## config.mk

```make
export PLATFORM = sky130hd
export DESIGN_NAME = slc3_control
export DESIGN_NICKNAME = d
export VERILOG_FILES = /design/src/rtl/slc3_pkg.sv /design/src/rtl/slc3_control.sv
export SDC_FILE = /design/constraint.sdc
export NUM_CORES = 1
export LEC_CHECK = 0
export ABC_AREA = 1
export CORE_MARGIN = 1
export CORE_UTILIZATION = 34
export CTS_CLUSTER_SIZE = 30
export DETAILED_ROUTE_END_ITERATION = 12
export HOLD_SLACK_MARGIN = 0.1
export PLACE_DENSITY = 0.75
export SETUP_SLACK_MARGIN = 0.4
export SLEW_MARGIN = 20
export SYNTH_ARGS = -nofsm -noshare
export SYNTH_HDL_FRONTEND = slang
export SYNTH_SLANG_ARGS = --single-unit
```

## constraint.sdc

```tcl
create_clock -name clk -period 1.3 [get_ports clk]
set_input_delay 0.26 -clock clk [delete_from_list [all_inputs] [get_ports clk]]
set_output_delay 0.26 -clock clk [all_outputs]
set_load 0.01 [all_outputs]
```

## src/rtl/slc3_pkg.sv

```systemverilog
// slc3_pkg: state encoding, opcodes and mux-select codes for the SLC-3 controller
package slc3_pkg;

    typedef enum logic [3:0] {
        S_HALTED,
        S_FETCH1,
        S_FETCH2,
        S_FETCH3,
        S_DECODE,
        S_LDR1,
        S_LDR2,
        S_LDR3,
        S_STR1,
        S_STR2,
        S_STR3,
        S_PAUSE1,
        S_PAUSE2
    } state_t;

    localparam logic [3:0] OP_LDR = 4'b0110;
    localparam logic [3:0] OP_STR = 4'b0111;
    localparam logic [3:0] OP_PSE = 4'b1101;

    localparam logic [1:0] PCMUX_PLUS1 = 2'd0;
    localparam logic [1:0] DRMUX_MEM   = 2'd0;
    localparam logic [1:0] DRMUX_SR    = 2'd1;
    localparam logic       MARMUX_PC   = 1'b0;
    localparam logic       MARMUX_ADDR = 1'b1;

endpackage

```

## src/rtl/slc3_control.sv

```systemverilog
// slc3_control: fetch/LDR/STR/PAUSE sequencer driving SLC-3 datapath enables and memory handshake
module slc3_control
    import slc3_pkg::*;
(
    input  logic        clk,
    input  logic        reset_n,
    input  logic        run,
    input  logic        cont,
    input  logic [15:0] ir,
    input  logic        mem_resp,
    output logic        ld_pc,
    output logic        ld_mar,
    output logic        ld_mdr,
    output logic        ld_ir,
    output logic        ld_reg,
    output logic        ld_cc,
    output logic [1:0]  pcmux,
    output logic [1:0]  drmux,
    output logic        marmux,
    output logic        mem_read,
    output logic        mem_write,
    output logic        halted,
    output logic        paused
);

    state_t state_q, state_d;

    // Only the opcode field steers sequencing; operand bits belong to the datapath.
    logic ir_operand_unused;
    assign ir_operand_unused = ^ir[11:0];

    // State register; reset abandons any in-flight memory request.
    always_ff @(posedge clk or negedge reset_n) begin
        if (!reset_n) state_q <= S_HALTED;
        else          state_q <= state_d;
    end

    // Next state and Moore outputs, with ld_mdr qualified by mem_resp in the read-wait states.
    always_comb begin
        state_d   = state_q;
        ld_pc     = 1'b0;
        ld_mar    = 1'b0;
        ld_mdr    = 1'b0;
        ld_ir     = 1'b0;
        ld_reg    = 1'b0;
        ld_cc     = 1'b0;
        pcmux     = PCMUX_PLUS1;
        drmux     = DRMUX_MEM;
        marmux    = MARMUX_PC;
        mem_read  = 1'b0;
        mem_write = 1'b0;
        halted    = 1'b0;
        paused    = 1'b0;
        case (state_q)
            S_HALTED: begin
                halted  = 1'b1;
                state_d = run ? S_FETCH1 : S_HALTED;
            end
            S_FETCH1: begin
                ld_mar  = 1'b1;
                marmux  = MARMUX_PC;
                ld_pc   = 1'b1;
                pcmux   = PCMUX_PLUS1;
                state_d = S_FETCH2;
            end
            S_FETCH2: begin
                mem_read = 1'b1;
                drmux    = DRMUX_MEM;
                ld_mdr   = mem_resp;
                state_d  = mem_resp ? S_FETCH3 : S_FETCH2;
            end
            S_FETCH3: begin
                ld_ir   = 1'b1;
                state_d = S_DECODE;
            end
            S_DECODE: begin
                state_d = (ir[15:12] == OP_LDR) ? S_LDR1 :
                          (ir[15:12] == OP_STR) ? S_STR1 :
                          (ir[15:12] == OP_PSE) ? S_PAUSE1 : S_FETCH1;
            end
            S_LDR1: begin
                ld_mar  = 1'b1;
                marmux  = MARMUX_ADDR;
                state_d = S_LDR2;
            end
            S_LDR2: begin
                mem_read = 1'b1;
                drmux    = DRMUX_MEM;
                ld_mdr   = mem_resp;
                state_d  = mem_resp ? S_LDR3 : S_LDR2;
            end
            S_LDR3: begin
                ld_reg  = 1'b1;
                ld_cc   = 1'b1;
                state_d = S_FETCH1;
            end
            S_STR1: begin
                ld_mar  = 1'b1;
                marmux  = MARMUX_ADDR;
                state_d = S_STR2;
            end
            S_STR2: begin
                ld_mdr  = 1'b1;
                drmux   = DRMUX_SR;
                state_d = S_STR3;
            end
            S_STR3: begin
                mem_write = 1'b1;
                state_d   = mem_resp ? S_FETCH1 : S_STR3;
            end
            S_PAUSE1: begin
                paused  = 1'b1;
                state_d = cont ? S_PAUSE2 : S_PAUSE1;
            end
            S_PAUSE2: begin
                paused  = 1'b1;
                state_d = cont ? S_PAUSE2 : S_FETCH1;
            end
            default: state_d = S_HALTED;
        endcase
    end

endmodule
```

==> results by group, run 1 <==
Pwr
  – Worst vdd ir: 0.00129 V
  – Pwr dens: 2110 nW/um^2
  – Leakage power total: about 0.70 nW
  – Power Total: between 2 and 3 mW

Critical path
  – Slowest-stage cell, CP: dfrtp_2
  – CP Launch Type: register
  – Req. time, crit path: between 1 and 1.5 ns
  – Crit path max-delay family: flip-flops
  – WP buf/inv: 2
  – CP cell instances: buf_4 -> nor4_4 -> buf_2
  – Reg2reg start: state_q[2]
  – Setup crit start: state_q[2]
  – Crit path capture type: output pin
  – Max stage delay on crit path: 0.48 ns
  – Critical Path AT: around 1.4 ns
  – CP Class: reg2out
  – Crit Path Max Fanout: 5

Logic synthesis
  – Cell count after synthesis: 90
  – EDFF count, synth: 0
  – Post-synthesis sequential area ratio: about a fifth
  – Cell variety after synth: 18
  – Top cell type by total area after synthesis: dfrtp_1
  – Most frequent cell after synthesis: nand2_1
  – Total of warnings raised by yosys: 0
  – Post-Syn Area: between 500 and 600 sq um
  – Flops & latches, synth: 4
  – Ranking of synthesized cells by area: dfrtp_1 19%, nand2_1 17%, nor2_1 11%
  – Area fraction of the dominant cell type after synthesis: 18.8%
  – Post-synth ARST share: 100%
  – Most instantiated cells after synthesis: 24 x nand2_1, 16 x nor2_1, 10 x inv_1
  – Ys flop type: dfrtp_1
  – Synth Area per Inst: 5.92 sq um

GRT
  – Largest net degree at the start of global routing: 6
  – Initial antenna violation count: 0
  – Vias in the first global route: roughly 820
  – Global-route wire length before repair: roughly 3.7 mm
  – GRT overflow: 0
  – GRT Util Overall: between 20% and 30%

Clock tree
  – Hold bufs inserted after CTS: 0
  – Clock sinks: 4
  – Root buffer cell: clkbuf_4
  – Worst skew pair latency: 0.25 ns
  – H-tree levels: 1
  – Clk buf depth: 2
  – Cts bufs inserted: 3
  – CTS tree: built
  – Clk slew on worst S/H paths: around 0.05 ns

STA
  – Hold Fails Final Rpt: 0
  – Setup violators final: 16
  – Unrepaired setup endpoints after global routing: yes
  – Period utilization: 125%
  – Setup ws final: -0.328 ns
  – Max Fclk: between 600 and 700 MHz
  – Slew Limit Fails: 0
  – Setup TNS: -3.80 ns
  – Clock Skew: around 0.0057 ns
  – Minimum clock period: roughly 1.6 ns

Layout
  – Final Non-Filler Cells: 166
  – Diodes inserted: 0
  – Top flop regs: state_q: 4 flops
  – Fin nets: ~170
  – Largest register FFs: 4
  – Synth-to-Final Area Change: 136%
  – Post-layout util: 91.1%
  – Largest Register: state_q
  – Share of layout cells above drive strength 1: approximately 70%

Floorplan
  – Cell Rows: 13
  – IO Pins: 36
  – Die area: 1730 sq um
  – Placeable Area: between 1000 and 1500 sq um
  – Die width: just over 40 um
  – Initial Util: about two fifths
  – Die outline height: approximately 42 um

Placed design
  – Placed Instances: between 100 and 150
  – Port bufs: 20
  – Pre-CTS setup slack: -0.437 ns
  – Dpl hpwl: around 1.2 mm
  – Gp weighted congestion: 0.847

Drt
  – Post-route ant nets: 0
  – DRT iter0 DRCs: 44
  – DR WL/cell: about 18 um
  – Aggregate routed wire length: a little over 3 mm
  – DRC viols: 0
  – Routed via count: about 900
  – Vias per cell: roughly 5.6
  – First drt pass iteration count: 4

Worst hold path
  – Tightest Hold Check Type: in2async

Outcome
  – Run status: finished with violations
  – Failing checks: setup timing

Run
  – Maxcap violations: 0
final cells by class:
cell class,count,area [sq um]
timing repair buffer,60,569
multi-input combinational,68,469
fill,60,123
sequential,4,105
inverter,15,71.3
clock buffer,4,26.3
tap,15,18.8
worst reg2reg max path: stages, from the launching register on:
cell	delay, ns
dfrtp_2	0.48
buf_6	0.15
inv_4	0.03
nor2_4	0.15
nand2_2	0.09
buf_6	0.12
buf_6	0.10
buf_6	0.10
buf_6	0.10
nand2_4	0.05
nor2_4	0.04
nand3_2	0.05
power by group:
| part | internal [mW] | leakage [nW] | total, mW | switching [mW] |
|---|---|---|---|---|
| registers | 0.186 | 0.0462 | 0.287 | 0.101 |
| logic | 1.10 | 0.635 | 2.18 | 1.08 |
| clock network | 0.117 | 0.0150 | 0.191 | 0.0745 |
| total | 1.40 | 0.696 | 2.66 | 1.26 |
path summary, 6_finish.rpt:
path,slack (ns),endpoint,cells past startpoint
worst max-delay path,-0.33,mem_write,3
max in group asynchronous,0.91,state_q[3],1
worst min register to register,0.91,state_q[1],4
worst max register to register,-0.23,state_q[2],11
worst min-delay path,0.21,state_q[0],1
min in group clk,0.64,state_q[2],3
through the flow:
stage                     hold WS (ns)  instance area [sq um]
after floorplan                -0.0356                    587
after global placement           0.465                    851
after detailed placement         0.470                    851
after CTS                        0.210                   1150
after global routing             0.223                   1260
final                            0.207                   1260
repair_timing:
item / 4_1_cts / 5_1_grt
buffers inserted: 22 / 6
pin swaps: 18 / 10
gates resized for setup: 94 / 15
endpoints found under the setup margin: 16 / 16
per-layer routing:
layer	vias up	part of all wire, %	global-route usage, %
met5	-	0	0
met4	0	5.8	11.6
met3	22	8.6	1.74
met2	74	48	50.9
met1	441	38	32.8
li1	389	-	-
kinds of logic (layout without fill, tap and decap cells):
| group | count (synthesis) | after routing | share of synthesized area (%) |
|---|---|---|---|
| AND/OR/NAND/NOR | 63 | 63 | 60.3 |
| buffers and inverters | 20 | 79 | 18.3 |
| other | 1 | 3 | 0.704 |
| flip-flops | 4 | 4 | 18.8 |
| AO/OA/AOI/OAI | 2 | 2 | 1.88 |
cells in the final DEF, fill, tap and decap left out, types with 5 or more instances in the layout:
cell type         n
inv_2             6
buf_6            29
nor2_1           10
nand2_2          14
clkdlybuf4s50_1   8
buf_4            19
nor2_4            7
nand2_1          12
inv_1             5
No activity file was read; power rests on OpenSTA's default activity.
==> run 2, diff against run 1 <==
Settings changed: CAP_MARGIN set to 0, CORE_UTILIZATION 34 to 29, PLACE_DENSITY 0.75 to 0.66.
==> run 2 against run 1 <==
The flow still finishes with violations (setup timing). Global-route usage shrank 11 points. Power decreased by 11%. Critical path depth rose by 3. Worst hold slack improved by 0.013 ns. Setup slack better by 0.094 ns.
==> results by group, run 2 (synthesis results as in run 1) <==
Critical path
  – Critical Path AT: 1.27 ns (was 1.37 ns)
  – CP Class: reg2out (unchanged)
  – Most common cell on crit path: buf_6
  – CP Launch Type: register (unchanged)
  – Req. time, crit path: 1.04 ns (about the same)
  – Max stage delay on crit path: 0.42 ns (was 0.48 ns)
  – Crit path max-delay family: flip-flops (unchanged)
  – CP cell instances: buf_6 -> nor2_8 -> buf_6 -> nand2_4 -> nand2_1 -> buf_2 (was buf_4 -> nor4_4 -> buf_2)
  – Crit path capture type: output pin (unchanged)
  – Crit Path Max Fanout: 4 (was 5)
  – Slowest-stage cell, CP: dfrtp_2 (unchanged)
  – WP buf/inv: 3 (was 2)

Placed design
  – Pre-CTS setup slack: -0.431 ns (was -0.437 ns)
  – Port bufs: 20 (unchanged)
  – Dpl hpwl: 1.15 mm (was 1.20 mm)
  – Gp weighted congestion: 0.824 (was 0.847)
  – Placed Instances: 144 (was 134)
  – Placed cell area: 863 sq um (was 851 sq um)

Clock tree
  – Worst skew pair latency: 0.24 ns (was 0.25 ns)
  – Root buffer cell: clkbuf_4 (unchanged)
  – Clk buf depth: 2 (unchanged)
  – CTS tree: built (unchanged)
  – Hold bufs inserted after CTS: 0 (unchanged)
  – Clk slew on worst S/H paths: 0.04 ns (was 0.05 ns)
  – H-tree levels: 1 (unchanged)
  – Clock sinks: 4 (unchanged)
  – Cts bufs inserted: 3 (unchanged)

Floorplan
  – Die area: 2010 sq um (was 1730 sq um)
  – Initial Util: 30.9% (was 38.6%)
  – Cell Rows: 15 (was 13)
  – Placeable Area: 1730 sq um (was 1380 sq um)
  – IO Pins: 36 (unchanged)
  – Die outline height: 44.9 um (was 41.6 um)
  – Die width: 44.9 um (was 41.6 um)

Layout
  – Synth-to-Final Area Change: 126% (was 136%)
  – Commonest cells after routing, fill and taps aside: 23 x buf_6, 15 x nand2_1, 14 x buf_4 (was 29 x buf_6, 19 x buf_4, 14 x nand2_2)
  – Share of layout cells above drive strength 1: 64.8% (was 69.5%)
  – Filler instances: 132 (was 60)
  – Leading cell type in the layout, fill and taps excluded: buf_6 (unchanged)
  – Fin nets: 165 (was 173)
  – Diodes inserted: 0 (unchanged)
  – Design Area, Final: 1200 sq um (was 1260 sq um)
  – Largest Register: state_q (unchanged)
  – Top flop regs: state_q: 4 flops (unchanged)
  – Final Non-Filler Cells: 167 (was 166)
  – Largest register FFs: 4 (unchanged)

Pwr
  – Worst vdd ir: 0.000961 V (was 0.00129 V)
  – Int Power: 1.29 mW (was 1.40 mW)
  – Pwr dens: 1950 nW/um^2 (was 2110 nW/um^2)
  – Sequential share of power: 11.4% (was 10.8%)
  – NetSw: 1.06 mW (was 1.26 mW)
  – Sw Ratio: 45.0% (was 47.3%)
  – Combinational share of power: 82.1% (was 82.0%)
  – Power Total: 2.35 mW (was 2.66 mW)
  – Clock power frac: 6.6% (was 7.2%)
  – Leakage power total: 0.675 nW (was 0.696 nW)

Outcome
  – Run status: finished with violations (unchanged)
  – Failing checks: setup timing (unchanged)

Drt
  – Vias per cell: 4.37 (was 5.58)
  – DRC viols: 0 (unchanged)
  – Post-route ant nets: 0 (unchanged)
  – First drt pass iteration count: 4 (unchanged)
  – Aggregate routed wire length: 1.86 mm (was 3.06 mm)
  – DRT iter0 DRCs: 7 (was 44)
  – DR WL/cell: 11.1 um (was 18.4 um)
  – Routed via count: 730 (was 926)

STA
  – Setup violators final: 14 (was 16)
  – Max Fclk: 652 MHz (was 614 MHz)
  – Setup ws final: -0.234 ns (was -0.328 ns)
  – Period utilization: 118% (was 125%)
  – Hold_ws: 0.220 ns (was 0.207 ns)
  – Minimum clock period: 1.53 ns (was 1.63 ns)
  – Clock Skew: 0.00236 ns (was 0.00567 ns)
  – Unrepaired setup endpoints after global routing: yes (unchanged)
  – Hold Fails Final Rpt: 0 (unchanged)
  – Slew Limit Fails: 0 (unchanged)

GRT
  – Largest net degree at the start of global routing: 6 (unchanged)
  – Initial antenna violation count: 0 (unchanged)
  – Vias in the first global route: 648 (was 822)
  – GRT Util Overall: 17.0% (was 27.7%)
  – GRT overflow: 0 (unchanged)
  – Global-route wire length before repair: 2.57 mm (was 3.69 mm)

Worst hold path
  – Tightest Hold Check Type: in2async (unchanged)

Run
  – Maxcap violations: 0 (unchanged)
run 2: changes by cell type in the layout (fill, tap and decap cells not counted), sizes merged:
cell,previous run,this run
buf,52,44
clkbuf,4,3
run 2: path summary, 6_finish.rpt:
check | start | to | slack, ns | cells after the start
max in group asynchronous | reset_n | state_q[3] | 0.90 | 1
hold / removal | reset_n | state_q[1] | 0.22 | 1
setup / recovery | state_q[2] | ld_mar | -0.23 | 6
setup reg to reg | state_q[3] | state_q[3] | -0.13 | 10
hold reg to reg | state_q[3] | state_q[1] | 0.81 | 5
min in group clk | cont | state_q[2] | 0.67 | 3
run 2: worst reg2reg max path, stage by stage (launching register included):
cell,delay (ns)
dfrtp_2,0.44
inv_4,0.12
nor2_8,0.05
buf_6,0.13
nand2_4,0.07
buf_4,0.11
buf_6,0.08
buf_6,0.08
nand2_1,0.05
nor2_1,0.10
nand3_1,0.08
run 2: stage by stage:
step / utilization [%] / setup TNS (ns)
2_1_floorplan: - / 0
4_1_cts: 60.6 / -1.92
6_report: 69.7 / -2.38
3_5_place_dp: 50.0 / -4.72
3_3_place_gp: 50.0 / -4.49
5_1_grt: 69.7 / -2.99
run 2: power groups by stage:
stage | sequential, mW | clock [mW] | combinational (mW)
2_1_floorplan | 0.270 | 0 | 0.687
3_3_place_gp | 0.311 | 0 | 1.12
3_5_place_dp | 0.314 | 0 | 1.13
4_1_cts | 0.280 | 0.153 | 1.47
5_1_grt | 0.272 | 0.160 | 2.07
6_report | 0.267 | 0.155 | 1.93
run 2: final cells by class:
| cell class | instances | area (sq um) | share of cell area, % |
|---|---|---|---|
| timing repair buffer | 52 | 509 | 42.3 |
| clock buffer | 3 | 22.5 | 1.87 |
| multi-input combinational | 68 | 467 | 38.8 |
| tap | 25 | 31.3 | 2.60 |
| sequential | 4 | 105 | 8.73 |
| inverter | 15 | 68.8 | 5.72 |
run 2: repair_timing:
action,4_1_cts,5_1_grt
setup endpoints to repair,16,16
resized for setup,80,20
cloned,0,0
pin swaps,16,8
buffers inserted,12,8
run 2: routing by layer:
metal / GRT usage, % / vias up / wire length [um]
li1: - / 371 / -
met1: 20.9 / 335 / 759
met2: 32.6 / 22 / 1020
met3: 0.400 / 2 / 62
met4: 3.64 / 0 / 14
met5: 0 / - / 0
==> run 3, diff against run 2 <==
Settings changed: ABC_AREA 1 to 0, PLACE_DENSITY 0.66 to 0.68.
==> run 3 against run 2 <==
The flow still finishes with violations (setup timing). Area after synthesis fell by 9.2%. Die area fell by 8.8%. Sequential share of layout area rose by 1.4 points. Clock power barely moved. Via count fell by 17%. Power fell by 9.6%. Sequential cell count did not move. Register-to-register slack barely moved. First-iteration DRC count did not move. Final cell count fell by 25%. Routed wire length fell by 19%. Clock skew rose by 0.0017 ns.
==> results by group, run 3 <==
Outcome
  – Run status: finished with violations (unchanged)
  – Failing checks: setup timing (unchanged)

Run
  – Maxcap violations: 0 (unchanged)

Placed design
  – Gp weighted congestion: 0.764 (was 0.824)
  – Dpl hpwl: 1.05 mm (was 1.15 mm)
  – Pre-CTS setup slack: -0.422 ns (was -0.431 ns)
  – Port bufs: 20 (unchanged)
  – Placed cell area: 870 sq um (was 863 sq um)

STA
  – Setup ws final: -0.217 ns (was -0.234 ns)
  – Period utilization: 117% (was 118%)
  – Slew Limit Fails: 0 (unchanged)
  – Hold Fails Final Rpt: 0 (unchanged)
  – Max Fclk: 659 MHz (was 652 MHz)
  – Unrepaired setup endpoints after global routing: yes (unchanged)
  – Setup violators final: 16 (was 14)
  – Clock Skew: 0.00406 ns (was 0.00236 ns)
  – Minimum clock period: 1.52 ns (was 1.53 ns)

Logic synthesis
  – Most instantiated cells after synthesis: 7 x nand2_1, 6 x buf_4, 6 x nand2b_1, 6 x nor2_1, 5 x a21oi_1 (was 24 x nand2_1, 16 x nor2_1, 10 x inv_1)
  – Ys flop type: dfrtp_1 (unchanged)
  – Post-synth ARST share: 100% (unchanged)
  – Flops & latches, synth: 4 (unchanged)
  – Post-synthesis sequential area ratio: 20.7% (was 18.8%)
  – EDFF count, synth: 0 (unchanged)
  – Total of warnings raised by yosys: 0 (unchanged)
  – Synth Area per Inst: 7.45 sq um (was 5.92 sq um)
  – Post-Syn Area: 484 sq um (was 533 sq um)
  – Area fraction of the dominant cell type after synthesis: 20.7% (was 18.8%)
  – Cell count after synthesis: 65 (was 90)
  – Top cell type by total area after synthesis: dfrtp_1 (unchanged)
  – Most frequent cell after synthesis: nand2_1 (unchanged)
  – Cell variety after synth: 28 (was 18)
  – Ranking of synthesized cells by area: dfrtp_1 21%, buf_4 9.3%, nand2b_1 7.8% (was dfrtp_1 19%, nand2_1 17%, nor2_1 11%)

Clock tree
  – Hold bufs inserted after CTS: 0 (unchanged)
  – Worst skew pair latency: 0.24 ns (about the same)
  – Clk slew on worst S/H paths: 0.04 ns (about the same)
  – Clock sinks: 4 (unchanged)
  – Clk buf depth: 2 (unchanged)
  – Root buffer cell: clkbuf_4 (unchanged)
  – Cts bufs inserted: 3 (unchanged)
  – CTS tree: built (unchanged)
  – H-tree levels: 1 (unchanged)

Floorplan
  – Die area: 1840 sq um (was 2010 sq um)
  – IO Pins: 36 (unchanged)
  – Die outline height: 42.9 um (was 44.9 um)
  – Initial Util: 31.4% (was 30.9%)
  – Placeable Area: 1540 sq um (was 1730 sq um)
  – Cell Rows: 14 (was 15)
  – Die width: 42.9 um (was 44.9 um)

Pwr
  – NetSw: 0.894 mW (was 1.06 mW)
  – Worst vdd ir: 0.00102 V (was 0.000961 V)
  – Power Total: 2.13 mW (was 2.35 mW)
  – Sequential share of power: 13.9% (was 11.4%)
  – Sw Ratio: 42.0% (was 45.0%)
  – Combinational share of power: 79.0% (was 82.1%)
  – Clock power frac: 7.2% (was 6.6%)
  – Int Power: 1.23 mW (was 1.29 mW)
  – Leakage power total: 0.497 nW (was 0.675 nW)
  – Pwr dens: 2060 nW/um^2 (was 1950 nW/um^2)

Critical path
  – Slowest-stage cell, CP: dfrtp_2 (unchanged)
  – FF-to-FF End: state_q[2] (was state_q[3])
  – Flop2flop setup slack: -0.14 ns (was -0.13 ns)
  – Critical Path AT: 1.26 ns (was 1.27 ns)
  – Max stage delay on crit path: 0.46 ns (was 0.42 ns)
  – Req. time, crit path: 1.04 ns (about the same)
  – Crit Path Max Fanout: 6 (was 4)
  – CP Class: reg2out (unchanged)
  – CP Launch Type: register (unchanged)
  – Crit path capture type: output pin (unchanged)
  – Reg2reg start: state_q[3] (unchanged)
  – R2R depth: 7 (was 10)
  – CP cell instances: inv_4 -> buf_6 -> nand4b_1 -> o21ai_2 -> buf_2 (was buf_6 -> nor2_8 -> buf_6 -> nand2_4 -> nand2_1 -> buf_2)

GRT
  – Grt peak-use layer: met2 (unchanged)
  – Vias in the first global route: 616 (was 648)
  – Met1 usage: 19.8% (was 20.9%)
  – Initial antenna violation count: 0 (unchanged)
  – GRT met3 Usage: 2.55% (was 0.400%)
  – Grt met2 use: 33.3% (was 32.6%)
  – GRT overflow: 0 (unchanged)
  – Largest net degree at the start of global routing: 13 (was 6)
  – Global-route wire length before repair: 2.53 mm (was 2.57 mm)
  – GRT Util Overall: 18.5% (was 17.0%)

Drt
  – DRC viols: 0 (unchanged)
  – Routed via count: 604 (was 730)
  – Aggregate routed wire length: 1.51 mm (was 1.86 mm)
  – First drt pass iteration count: 4 (unchanged)
  – DR WL/cell: 12.0 um (was 11.1 um)
  – Vias per cell: 4.79 (was 4.37)
  – Post-route ant nets: 0 (unchanged)
  – DRT iter0 DRCs: 7 (unchanged)

Layout
  – Synth-to-Final Area Change: 113% (was 126%)
  – Diodes inserted: 0 (unchanged)
  – Design Area, Final: 1030 sq um (was 1200 sq um)
  – Post-layout util: 66.8% (was 69.7%)
  – Top flop regs: state_q: 4 flops (unchanged)
  – Largest register FFs: 4 (unchanged)
  – Commonest cells after routing, fill and taps aside: 17 x buf_4, 16 x buf_6, 8 x clkdlybuf4s50_1, 8 x buf_2, 4 x nand2b_4 (was 23 x buf_6, 15 x nand2_1, 14 x buf_4)
  – Share of layout cells above drive strength 1: 64.5% (was 64.8%)
  – Largest Register: state_q (unchanged)
  – Leading cell type in the layout, fill and taps excluded: buf_4 (was buf_6)
  – Fin nets: 133 (was 165)

Worst hold path
  – Tightest Hold Check Type: in2async (unchanged)
[run 3: cell types whose count changed after synthesis, moves of 3 or more]
cell      change
a21o_1        +3
a21oi_1       +4
inv_1         -6
inv_2         -5
nand2_1      -17
nand2_2       -6
nand2b_1      +6
nand3_1       -6
nor2_1       -10
nor2_4        -3
[run 3: logic make-up after synthesis]
| family | Yosys count | synth area share, % |
|---|---|---|
| AO/OA/AOI/OAI | 17 | 25.8 |
| flip-flops | 4 | 20.7 |
| other | 1 | 0.774 |
| multiplexers | 1 | 2.33 |
| XOR/XNOR | 1 | 1.81 |
| AND/OR/NAND/NOR | 28 | 31.8 |
| buffers and inverters | 13 | 16.8 |
[run 3: power groups by stage]
stage | sequential, mW | clock (mW) | combinational (mW)
floorplan | 0.229 | 0 | 0.856
global placement | 0.259 | 0 | 1.33
detailed placement | 0.261 | 0 | 1.35
CTS | 0.290 | 0.155 | 1.54
global route | 0.309 | 0.162 | 1.81
finish | 0.295 | 0.153 | 1.68
[run 3: layout make-up]
type / instances / area, sq um
timing repair buffer: 49 / 428
multi-input combinational: 50 / 438
tap: 16 / 20.0
fill: 120 / 512
clock buffer: 3 / 22.5
sequential: 4 / 104
inverter: 4 / 17.5
[run 3: worst max-delay path by stage]
stage	from	to	slack, ns	cells after the start
floorplan	state_q[1]	ld_pc	0.08	3
global placement	state_q[0]	ld_mdr	-0.40	5
detailed placement	state_q[0]	ld_mdr	-0.42	5
CTS	state_q[0]	paused	-0.21	5
global route	state_q[0]	paused	-0.27	5
finish	state_q[0]	paused	-0.22	5
[run 3: routing by layer]
metal,share of wire [%],wire [um],vias up
met4,0,0,0
met3,4.0,61,0
li1,-,-,312
met1,41,614,273
met2,55,833,19
met5,0,0,-
[run 3: what timing repair did]
item,4_1_cts,5_1_grt
pin swaps,12,4
cloned,0,0
endpoints found under the setup margin,16,16
setup buffers,4,4
gates resized for setup,74,8
[run 3: critical path: cells and delay by family, from the launching register on]
kind	cells	cell delay, ns
flops	1	0.46
buf+inv	3	0.36
compound gates	1	0.09
simple gates	1	0.11
[run 3: per-stage QoR]
step | std cells | hold WS [ns] | setup TNS [ns]
floorplan | 67 | -0.0356 | 0
global placement | 115 | 0.467 | -4.91
detailed placement | 115 | 0.467 | -5.15
CTS | 122 | 0.219 | -1.96
global route | 126 | 0.239 | -3.01
finish | 126 | 0.222 | -2.10
